`src/rtl/uart_pkt_pkg.sv`:
```
// Shared definitions for the UART frame parser: FSM state encoding and the
// default frame start marker.
package uart_pkt_pkg;

  typedef enum logic [2:0] {
    ST_HUNT,
    ST_LEN,
    ST_PAYLOAD,
    ST_CHECK,
    ST_DRAIN
  } state_t;

  localparam logic [7:0] DEFAULT_SYNC_BYTE = 8'hA5;

endpackage

```
`src/rtl/uart_pkt_buf.sv`:
```
// Payload buffer: DEPTH x 8 register array, one synchronous write port and
// one combinational read port.
module uart_pkt_buf #(
  parameter int DEPTH  = 16,
  parameter int ADDR_W = (DEPTH > 1) ? $clog2(DEPTH) : 1
) (
  input  logic              i_clk,
  input  logic              wr_en,
  input  logic [ADDR_W-1:0] wr_addr,
  input  logic [7:0]        wr_data,
  input  logic [ADDR_W-1:0] rd_addr,
  output logic [7:0]        rd_data
);

  logic [7:0] mem [DEPTH];

  // NOTE: the array has no reset; every entry is written before it can be read.
  always_ff @(posedge i_clk) begin
    if (wr_en) mem[wr_addr] <= wr_data;
  end

  assign rd_data = mem[rd_addr];

endmodule

```
`src/rtl/uart_pkt_parser.sv`:
```
// Sync/length/checksum frame parser replaying verified payloads on a ready/valid
// byte stream. Define UART_PKT_TIMEOUT_EN to build the inter-byte timeout.
module uart_pkt_parser
  import uart_pkt_pkg::*;
#(
  parameter int         MAX_LEN      = 16,
  parameter logic [7:0] SYNC_BYTE    = DEFAULT_SYNC_BYTE,
  parameter int         TIMEOUT_CLKS = 20000
) (
  input  logic       i_clk,
  input  logic       i_rst_n,
  input  logic       i_rx_data_valid,
  input  logic [7:0] i_rx_byte,
  output logic       o_out_valid,
  output logic [7:0] o_out_data,
  output logic       o_out_last,
  input  logic       i_out_ready,
  output logic       o_err_len,
  output logic       o_err_csum,
  output logic       o_err_overrun,
  output logic       o_err_timeout
);

  localparam int         CNT_W     = $clog2(MAX_LEN + 1);
  localparam int         ADDR_W    = (MAX_LEN > 1) ? $clog2(MAX_LEN) : 1;
  localparam logic [7:0] MAX_LEN_B = 8'(MAX_LEN);

  if (MAX_LEN < 1 || MAX_LEN > 255 || TIMEOUT_CLKS < 2) begin : g_bad_param
    $error("uart_pkt_parser: parameter out of range");
  end

  state_t           state_q, state_d;
  logic [CNT_W-1:0] len_q, len_d;
  logic [CNT_W-1:0] idx_q, idx_d;
  logic [7:0]       acc_q, acc_d;
  logic             err_len_q, err_len_d;
  logic             err_csum_q, err_csum_d;
  logic             err_ovr_q, err_ovr_d;
  logic             buf_we;
  logic [7:0]       buf_rdata;
  logic             idx_at_end;
  logic             timeout_hit;

  // One index serves as the write pointer while filling and the read pointer while draining.
  assign idx_at_end = (idx_q == len_q - 1'b1);

  always_comb begin
    // NOTE: every signal gets a default first so no path can infer a latch.
    state_d    = state_q;
    len_d      = len_q;
    idx_d      = idx_q;
    acc_d      = acc_q;
    err_len_d  = 1'b0;
    err_csum_d = 1'b0;
    err_ovr_d  = 1'b0;
    buf_we     = 1'b0;

    case (state_q)
      ST_HUNT: begin
        if (i_rx_data_valid && i_rx_byte == SYNC_BYTE) state_d = ST_LEN;
      end
      ST_LEN: begin
        if (i_rx_data_valid) begin
          if (i_rx_byte == 8'h00 || i_rx_byte > MAX_LEN_B) begin
            err_len_d = 1'b1;
            state_d   = ST_HUNT;
          end else begin
            len_d   = i_rx_byte[CNT_W-1:0];
            acc_d   = i_rx_byte;
            idx_d   = '0;
            state_d = ST_PAYLOAD;
          end
        end
      end
      ST_PAYLOAD: begin
        if (i_rx_data_valid) begin
          buf_we = 1'b1;
          acc_d  = acc_q + i_rx_byte;
          if (idx_at_end) begin
            idx_d   = '0;
            state_d = ST_CHECK;
          end else begin
            idx_d = idx_q + 1'b1;
          end
        end
      end
      ST_CHECK: begin
        if (i_rx_data_valid) begin
          if (i_rx_byte == acc_q) begin
            idx_d   = '0;
            state_d = ST_DRAIN;
          end else begin
            err_csum_d = 1'b1;
            state_d    = ST_HUNT;
          end
        end
      end
      ST_DRAIN: begin
        err_ovr_d = i_rx_data_valid;
        if (i_out_ready) begin
          if (idx_at_end) begin
            idx_d   = '0;
            state_d = ST_HUNT;
          end else begin
            idx_d = idx_q + 1'b1;
          end
        end
      end
      default: state_d = ST_HUNT;
    endcase

    // timeout_hit already excludes cycles carrying a strobe, so the byte wins.
    if (timeout_hit) state_d = ST_HUNT;
  end

  always_ff @(posedge i_clk) begin
    // NOTE: sequential state uses non-blocking assignments only.
    if (!i_rst_n) begin
      state_q    <= ST_HUNT;
      len_q      <= '0;
      idx_q      <= '0;
      acc_q      <= '0;
      err_len_q  <= 1'b0;
      err_csum_q <= 1'b0;
      err_ovr_q  <= 1'b0;
    end else begin
      state_q    <= state_d;
      len_q      <= len_d;
      idx_q      <= idx_d;
      acc_q      <= acc_d;
      err_len_q  <= err_len_d;
      err_csum_q <= err_csum_d;
      err_ovr_q  <= err_ovr_d;
    end
  end

  uart_pkt_buf #(
    .DEPTH (MAX_LEN),
    .ADDR_W(ADDR_W)
  ) u_buf (
    .i_clk  (i_clk),
    .wr_en  (buf_we),
    .wr_addr(idx_q[ADDR_W-1:0]),
    .wr_data(i_rx_byte),
    .rd_addr(idx_q[ADDR_W-1:0]),
    .rd_data(buf_rdata)
  );

`ifdef UART_PKT_TIMEOUT_EN
  localparam int TO_W = $clog2(TIMEOUT_CLKS + 1);

  logic [TO_W-1:0] to_cnt_q;
  logic            to_active;
  logic            err_to_q;

  // to_cnt_q holds clocks elapsed since the last strobe, so the pulse lands
  // exactly TIMEOUT_CLKS clocks after it.
  assign to_active   = state_q inside {ST_LEN, ST_PAYLOAD, ST_CHECK};
  assign timeout_hit = to_active && !i_rx_data_valid &&
                       (to_cnt_q == TO_W'(TIMEOUT_CLKS - 1));

  always_ff @(posedge i_clk) begin
    if (!i_rst_n || i_rx_data_valid || !to_active) to_cnt_q <= TO_W'(1);
    else                                           to_cnt_q <= to_cnt_q + 1'b1;
    err_to_q <= i_rst_n && timeout_hit;
  end

  assign o_err_timeout = err_to_q;
`else
  assign timeout_hit   = 1'b0;
  assign o_err_timeout = 1'b0;
`endif

  assign o_out_valid   = (state_q == ST_DRAIN);
  assign o_out_data    = o_out_valid ? buf_rdata : 8'h00;
  assign o_out_last    = o_out_valid && idx_at_end;
  assign o_err_len     = err_len_q;
  assign o_err_csum    = err_csum_q;
  assign o_err_overrun = err_ovr_q;

endmodule

```
`config.mk`:
```
export PLATFORM = sky130hd
export DESIGN_NAME = uart_pkt_parser
export DESIGN_NICKNAME = d
export VERILOG_FILES = /design/src/rtl/uart_pkt_pkg.sv /design/src/rtl/uart_pkt_buf.sv /design/src/rtl/uart_pkt_parser.sv
export SDC_FILE = /design/constraint.sdc
export NUM_CORES = 1
export LEC_CHECK = 0
export ABC_AREA = 0
export BUFFER_PORTS_ARGS = -buffer_cell sky130_fd_sc_hd__buf_2
export CAP_MARGIN = 20
export CORE_MARGIN = 2
export CORE_UTILIZATION = 50
export DETAILED_ROUTE_END_ITERATION = 8
export GPL_TIMING_DRIVEN = 0
export PLACE_DENSITY = 0.67
export SYNTH_ARGS = -nofsm -noshare
export SYNTH_HDL_FRONTEND = slang
export SYNTH_SLANG_ARGS = --single-unit
```
`constraint.sdc`:
```
create_clock -name i_clk -period 2.9 [get_ports i_clk]
set_input_delay 0.29 -clock i_clk [delete_from_list [all_inputs] [get_ports i_clk]]
set_output_delay 0.29 -clock i_clk [all_outputs]
set_load 0.05 [all_outputs]
```
==> results of run 1 <==
==> worst register-to-register path: stages, from the launching register on <==
cell	delay (ns)
dfxtp_1	0.30
buf_2	0.19
or3b_1	0.35
buf_2	0.19
nor2_2	0.32
nand2_1	0.20
nor3_1	0.58
buf_4	0.28
==> sequential cells by signal, summed over array words and instances, names as in the netlist, named ones only <==
name and cells:
o_err_len 1, o_err_overrun 1, acc_q 8, state_q 3, o_err_csum 1, idx_q 5
u_buf.mem 128, len_q 5
==> final cells by class <==
class                      count  share of cell area (%)
buffer                        23                    1.82
sequential                   156                    56.3
inverter                      15                   0.719
tap                          176                    2.81
timing repair buffer          25                    1.69
clock buffer                  19                    5.53
clock inverter                13                    2.22
multi-input combinational    235                    28.9
==> cells in the final DEF, fill, tap and decap left out, drive strengths merged, types with 3 or more instances in the layout <==
cell,instances
nor3,14
ha,12
nor2b,12
nand3,19
inv,15
xor2,5
dfxtp,28
nor2,26
mux4,40
and3,3
xnor2,4
or3,3
mux2i,10
clkinv,7
o21ai,7
buf,42
nor4b,3
a21oi,8
clkbuf,25
nand2,18
edfxtp,128
bufinv,4
nand2b,4
o21a,6
a211oi,4
nor4,3
nand4,3
==> path summary, 6_finish.rpt <==
path | from | endpoint | slack, ns | cells past startpoint
setup / recovery | flop | o_out_data[2] | 0.09 | 6
hold / removal | i_rx_data_valid | o_err_csum$_SDFF_PN0_ | 0.14 | 2
setup reg to reg | state_q[1]$_SDFFE_PN0P_ | u_buf.mem[3][3]$_DFFE_PP_ | 0.19 | 7
hold reg to reg | acc_q[6]$_SDFFE_PN0P_ | acc_q[6]$_SDFFE_PN0P_ | 0.47 | 2
==> power groups by stage <==
| stage | logic, uW | clock network, uW | registers [uW] |
|---|---|---|---|
| final | 90.0 | 2290 | 2420 |
| after detailed placement | 90.3 | 0 | 2470 |
| after global placement | 85.9 | 0 | 2470 |
| after CTS | 90.2 | 2310 | 2420 |
| after global routing | 99.3 | 2400 | 2420 |
| after floorplan | 35.5 | 0 | 2470 |
==> metrics by stage <==
step	util (%)	TNS [ns]
4_1_cts	58.8	0
5_1_grt	58.9	-0.00162
2_1_floorplan	-	0
3_3_place_gp	54.0	-6.42
6_report	58.9	0
3_5_place_dp	54.2	-0.0786
==> what timing repair did <==
item / in CTS / in global routing
endpoints found under the setup margin: 12 / 2
hold buffers: 0 / 0
resized for setup: 6 / 3
==> cell families (layout without fill, tap and decap cells) <==
| group | count (synthesis) | count (layout) | share of synthesized area [%] |
|---|---|---|---|
| other | 1 | 1 | 0.0548 |
| DFF | 156 | 156 | 64.4 |
| AOI/OAI and AO/OA | 46 | 46 | 5.52 |
| xor gates and xnor gates | 9 | 9 | 1.15 |
| buffers and inverters | 38 | 95 | 2.71 |
| muxes | 51 | 51 | 14.8 |
| and+or+nand+nor | 115 | 115 | 8.89 |
| adders and majority gates | 13 | 13 | 2.49 |
==> per-layer routing <==
| metal | GRT usage (%) | vias to the layer above | part of all wire [%] |
|---|---|---|---|
| li1 | - | 1779 | - |
| met1 | 27.1 | 1973 | 42 |
| met2 | 35.9 | 101 | 52 |
| met3 | 5.17 | 14 | 4.7 |
| met4 | 5.67 | 0 | 1.3 |
| met5 | 0 | - | 0 |
==> flow_summary.yaml, run 1 <==
run_status:
  status: "finished, final reports clean"
route:
  first_pass_iters: 5
  drtAntennaViolNets: 0
  drt_iter0_markers: 322
  drc: 0
  routedWlPerCell_um: 21.5
  drt_wl_total_mm: 14.2
  via_per_inst: 5.84
  num_vias: 3867
worst_setup_path:
  required_ns: 2.61
  path_cells: "buf_4 -> buf_8 -> mux4_2 -> mux4_2 -> nor2b_1 -> buf_2"
  cpPeakStageDelay_ns: 0.57
  critPathMaxFanout: 10
  critical-path-top-delay-family: "multiplexers"
  crit_top_cell: "mux4_2"
  critPathSlowestCell: "mux4_2"
  worst_setup_path_end_kind: "primary output"
  crit_buf_inv: 3
  critical_path_class: "flop to primary output"
  worst_setup_path_start_kind: "flop"
  cp.arrival_ns: 2.52
power:
  p_sw_share_pct: 19.3
  switching_power_uw: 927
  clkPwrFrac_pct: 47.7
  power_uw: 4800
  p_leak_uw: 0.00264
  power_frac_comb_pct: 1.9
  power_frac_seq_pct: 50.5
  peakVddDrop_mv: 0.389
  p_int_uw: 3870
  cellPowerDensity_mw_per_mm2: 613
hold_path:
  hold_path.class: "input port to flop"
logic_synthesis:
  synth-main-ff-cell: "edfxtp_1"
  synth_common_cells: "edfxtp_1, mux4_2, dfxtp_1"
  async_flop_share_pct: 0
  synth_cell_types: 58
  postSynthCellCount: 429
  ys_warn_count: 0
  syn_area_mm2: 0.00684
  synth_edf_count: 128
  seq_area_frac_synth_pct: 64.4
  yosysTopAreaCell: "edfxtp_1"
  synth.top_cells.by_area: "edfxtp_1, mux4_2, dfxtp_1, ha_1, mux2i_1"
  synth_nets: 454
  synth_top_area_share_pct: 56.2
  ys_seq_elements: 156
  synthMostInstantiatedCell: "edfxtp_1"
  syn_avg_cell_area_um2: 15.9
placement:
  port_buffers: 23
  place_area_mm2: 0.00720
  dp.cells: 630
  pre_cts_ws_ns: -0.0198
  place_hpwl_mm: 9.38
  place.gp.congestion: 0.854
timing:
  rsz0062_at_grt: "yes"
  fmax_ghz: 0.356
  finalClockSkew_ns: 0.00655
  setup_ws_ns: 0.0929
  worst_pin_slew_ns: 0.892
  period_share_pct: 96.8
  slew_headroom_pct: 40.3
  slew_viol_final: 0
  whs_ns: 0.142
  fin_crit_ns: 2.81
  hold_viol: 0
  setup_viol: 0
global_routing:
  grtUsageTotal_pct: 21.1
  grt_max_degree: 23
  grt_pass1_vias: 3909
  overflow: 0
  grt_pass1_wl_mm: 22.0
  antenna_found_initial: 0
floorplan:
  num_io_pins: 26
  core_area_mm2: 0.0133
  die_area_mm2: 0.0146
  initial_core_util_pct: 51.4
  die_width_um: 121
  dieHeight_um: 121
  num_rows: 42
job:
  cap_violations: 0
clock_tree:
  cts_buffer_depth: 2
  cts_buffers: 17
  cts_max_level: 4
  cts.clk_slew.worst_paths_ns: 0.06
  clockRootBuffer: "clkbuf_16"
  clk_latency_ns: 0.42
  cts_tree: "built"
  cts_num_sinks: 156
  cts_setup_buffers: 0
finish:
  syn2layout_area_growth_pct: 14.5
  antenna_cells: 0
  seq_area_mm2: 0.00440
  final_cells: 662
  multiInputGateArea_mm2: 0.00227
  drive_gt1_share_pct: 25.5
  nFillCells: 1032
  final_nets: 498
  fin_area_mm2: 0.00783
(Power assumes the default switching activity.)
==> run 2: changes to the inputs <==
Settings changed: BUFFER_PORTS_ARGS -buffer_cell sky130_fd_sc_hd__buf_2 to -buffer_cell sky130_fd_sc_hd__buf_4, CELL_PAD_IN_SITES_DETAIL_PLACEMENT from default to 0, CELL_PAD_IN_SITES_GLOBAL_PLACEMENT from default to 1, PLACE_DENSITY 0.67 to default, PLACE_DENSITY_LB_ADDON from default to 0.1, SKIP_CTS_REPAIR_TIMING from default to 1.
==> run 2 against run 1 <==
Flip-flop and latch count unchanged. Non-clock buffer count increased by 2. Worst hold slack got worse by 0.017 ns. Largest power group unchanged. Total power decreased by 5.7%. Critical endpoint is now o_out_data[0]. Sequential power about the same. First-iteration DRC count decreased by 8.7%.
==> flow_summary.yaml, run 2 (synthesis gave the netlist of run 1 again) <==
worst_setup_path:
  cp.arrival_ns: 2.52
  required_ns: 2.61
  crit_top_cell: "mux4_2"
  r2r_cells: 6
  critical-path-top-delay-family: "multiplexers"
  worstReg2RegEnd: "u_buf.mem[9][1]$_DFFE_PP_"
  worst_setup_path_start_kind: "flop"
  crit_buf_inv: 3
  r2r_start: "state_q[1]$_SDFFE_PN0P_"
  path_cells: "clkbuf_4 -> buf_12 -> mux4_2 -> mux4_2 -> nor2b_1 -> buf_6"
  critPathSlowestCell: "mux4_2"
  cpPeakStageDelay_ns: 0.56
  critPathMaxFanout: 10
  critical_path_class: "flop to primary output"
  ff2ff_setup_slack_ns: 0.22
  worst_setup_path_end_kind: "primary output"
power:
  peakVddDrop_mv: 0.475
  p_sw_share_pct: 20.3
  p_leak_uw: 0.00259
  switching_power_uw: 917
  power_uw: 4520
  p_int_uw: 3600
  power_frac_comb_pct: 2.1
  power_frac_seq_pct: 53.5
  cellPowerDensity_mw_per_mm2: 579
  clkPwrFrac_pct: 44.4
global_routing:
  grt_pass1_wl_mm: 22.4
  grt.busiest_layer: "met2"
  grtUsageMet1_pct: 26.7
  overflow: 0
  grtUsageTotal_pct: 21.4
  grt_max_degree: 23
  use_met2_pct: 35.8
  gr-usage-met3_pct: 5.64
  antenna_found_initial: 0
  grt_pass1_vias: 3981
clock_tree:
  cts_buffers: 17
  cts_buffer_depth: 2
  cts.clk_slew.worst_paths_ns: 0.06
  clk_latency_ns: 0.42
  clockRootBuffer: "clkbuf_16"
  cts_num_sinks: 156
  cts_max_level: 4
  cts_tree: "built"
timing:
  fin_crit_ns: 2.81
  setup_viol: 0
  rsz0062_at_grt: "no"
  whs_ns: 0.125
  period_share_pct: 96.9
  fmax_ghz: 0.356
  worst_pin_slew_ns: 0.849
  finalClockSkew_ns: 0.00675
  slew_viol_final: 0
  hold_viol: 0
  slew_headroom_pct: 43.2
finish:
  drive_gt1_share_pct: 25.1
  reg.largest.list: "u_buf.mem: 128 flops, acc_q: 8 flops"
  fin_area_mm2: 0.00781
  multiInputGateArea_mm2: 0.00226
  final_nets: 500
  seq_area_mm2: 0.00440
  top_register: "u_buf.mem"
  final_cells: 663
  antenna_cells: 0
  syn2layout_area_growth_pct: 14.2
  fin_util_pct: 58.8
  largest_reg_flops: 128
  final_common_cell: "edfxtp_1"
  final_cell_mix: "edfxtp_1, mux4_2, dfxtp_1"
  nFillCells: 1025
job:
  cap_violations: 0
hold_path:
  whs_path_depth: 2
  min_from: "i_rx_data_valid"
  hold_path.class: "input port to flop"
  hold_end: "o_err_csum$_SDFF_PN0_"
floorplan:
  initial_core_util_pct: 51.4
  core_area_mm2: 0.0133
  dieHeight_um: 121
  die_area_mm2: 0.0146
  num_rows: 42
  die_width_um: 121
  num_io_pins: 26
placement:
  place.gp.congestion: 0.783
  place_hpwl_mm: 9.52
  place_area_mm2: 0.00725
  dp.cells: 632
  port_buffers: 23
route:
  drtAntennaViolNets: 0
  num_vias: 3799
  drt_iter0_markers: 294
  drc: 0
  drt_wl_total_mm: 14.1
  routedWlPerCell_um: 21.3
  first_pass_iters: 4
  via_per_inst: 5.73
run_status:
  status: "finished, final reports clean"
run 2: power by group through the flow:
stage	sequential (uW)	combinational [uW]	clock (uW)
floorplan	2470	35.5	0
global placement	2470	93.2	0
detailed placement	2470	97.3	0
CTS	2420	97.4	2040
global route	2420	106	2140
finish	2420	95.7	2000
run 2: how the worst max path moves through the flow:
stage | endpoint | slack [ns] | start | depth (start not counted)
after global placement | u_buf.mem[0][5]$_DFFE_PP_ | -0.10 | state_q[1]$_SDFFE_PN0P_ | 6
after floorplan | o_out_last | 0.55 | len_q[0]$_SDFFE_PN0P_ | 6
final | o_out_data[0] | 0.09 | flop | 6
after detailed placement | u_buf.mem[7][5]$_DFFE_PP_ | 0.14 | state_q[1]$_SDFFE_PN0P_ | 6
after global routing | o_out_data[0] | 0.007 | flop | 6
after CTS | o_out_data[0] | -0.29 | flop | 5
run 2: through the flow:
stage | setup slack, ns | TNS, ns
finish | 0.0896 | 0
global route | 0.00698 | 0
CTS | -0.293 | -1.90
detailed placement | 0.142 | 0
global placement | -0.105 | -3.02
floorplan | 0.552 | 0
run 2: final cells by class:
class                           instances  share of cell area [%]
Multi-Input combinational cell        235                    28.9
Buffer                                 23                    1.89
Tap cell                              176                    2.82
Clock buffer                           18                    5.49
Sequential cell                       156                    56.4
Clock inverter                         13                    1.31
Timing Repair Buffer                   27                    2.51
Inverter                               15                   0.721
run 2: worst register-to-register path: stages (launching register included):
cell     delay, ns
dfxtp_1       0.30
buf_2         0.20
or3b_1        0.36
buf_2         0.20
nor2_2        0.34
nand2_1       0.23
nor2_1        0.70
run 2: per-layer routing:
layer	part of all wire [%]	vias up
li1	-	1775
met1	41	1907
met2	51	98
met3	5.7	19
met4	2.4	0
met5	0	-
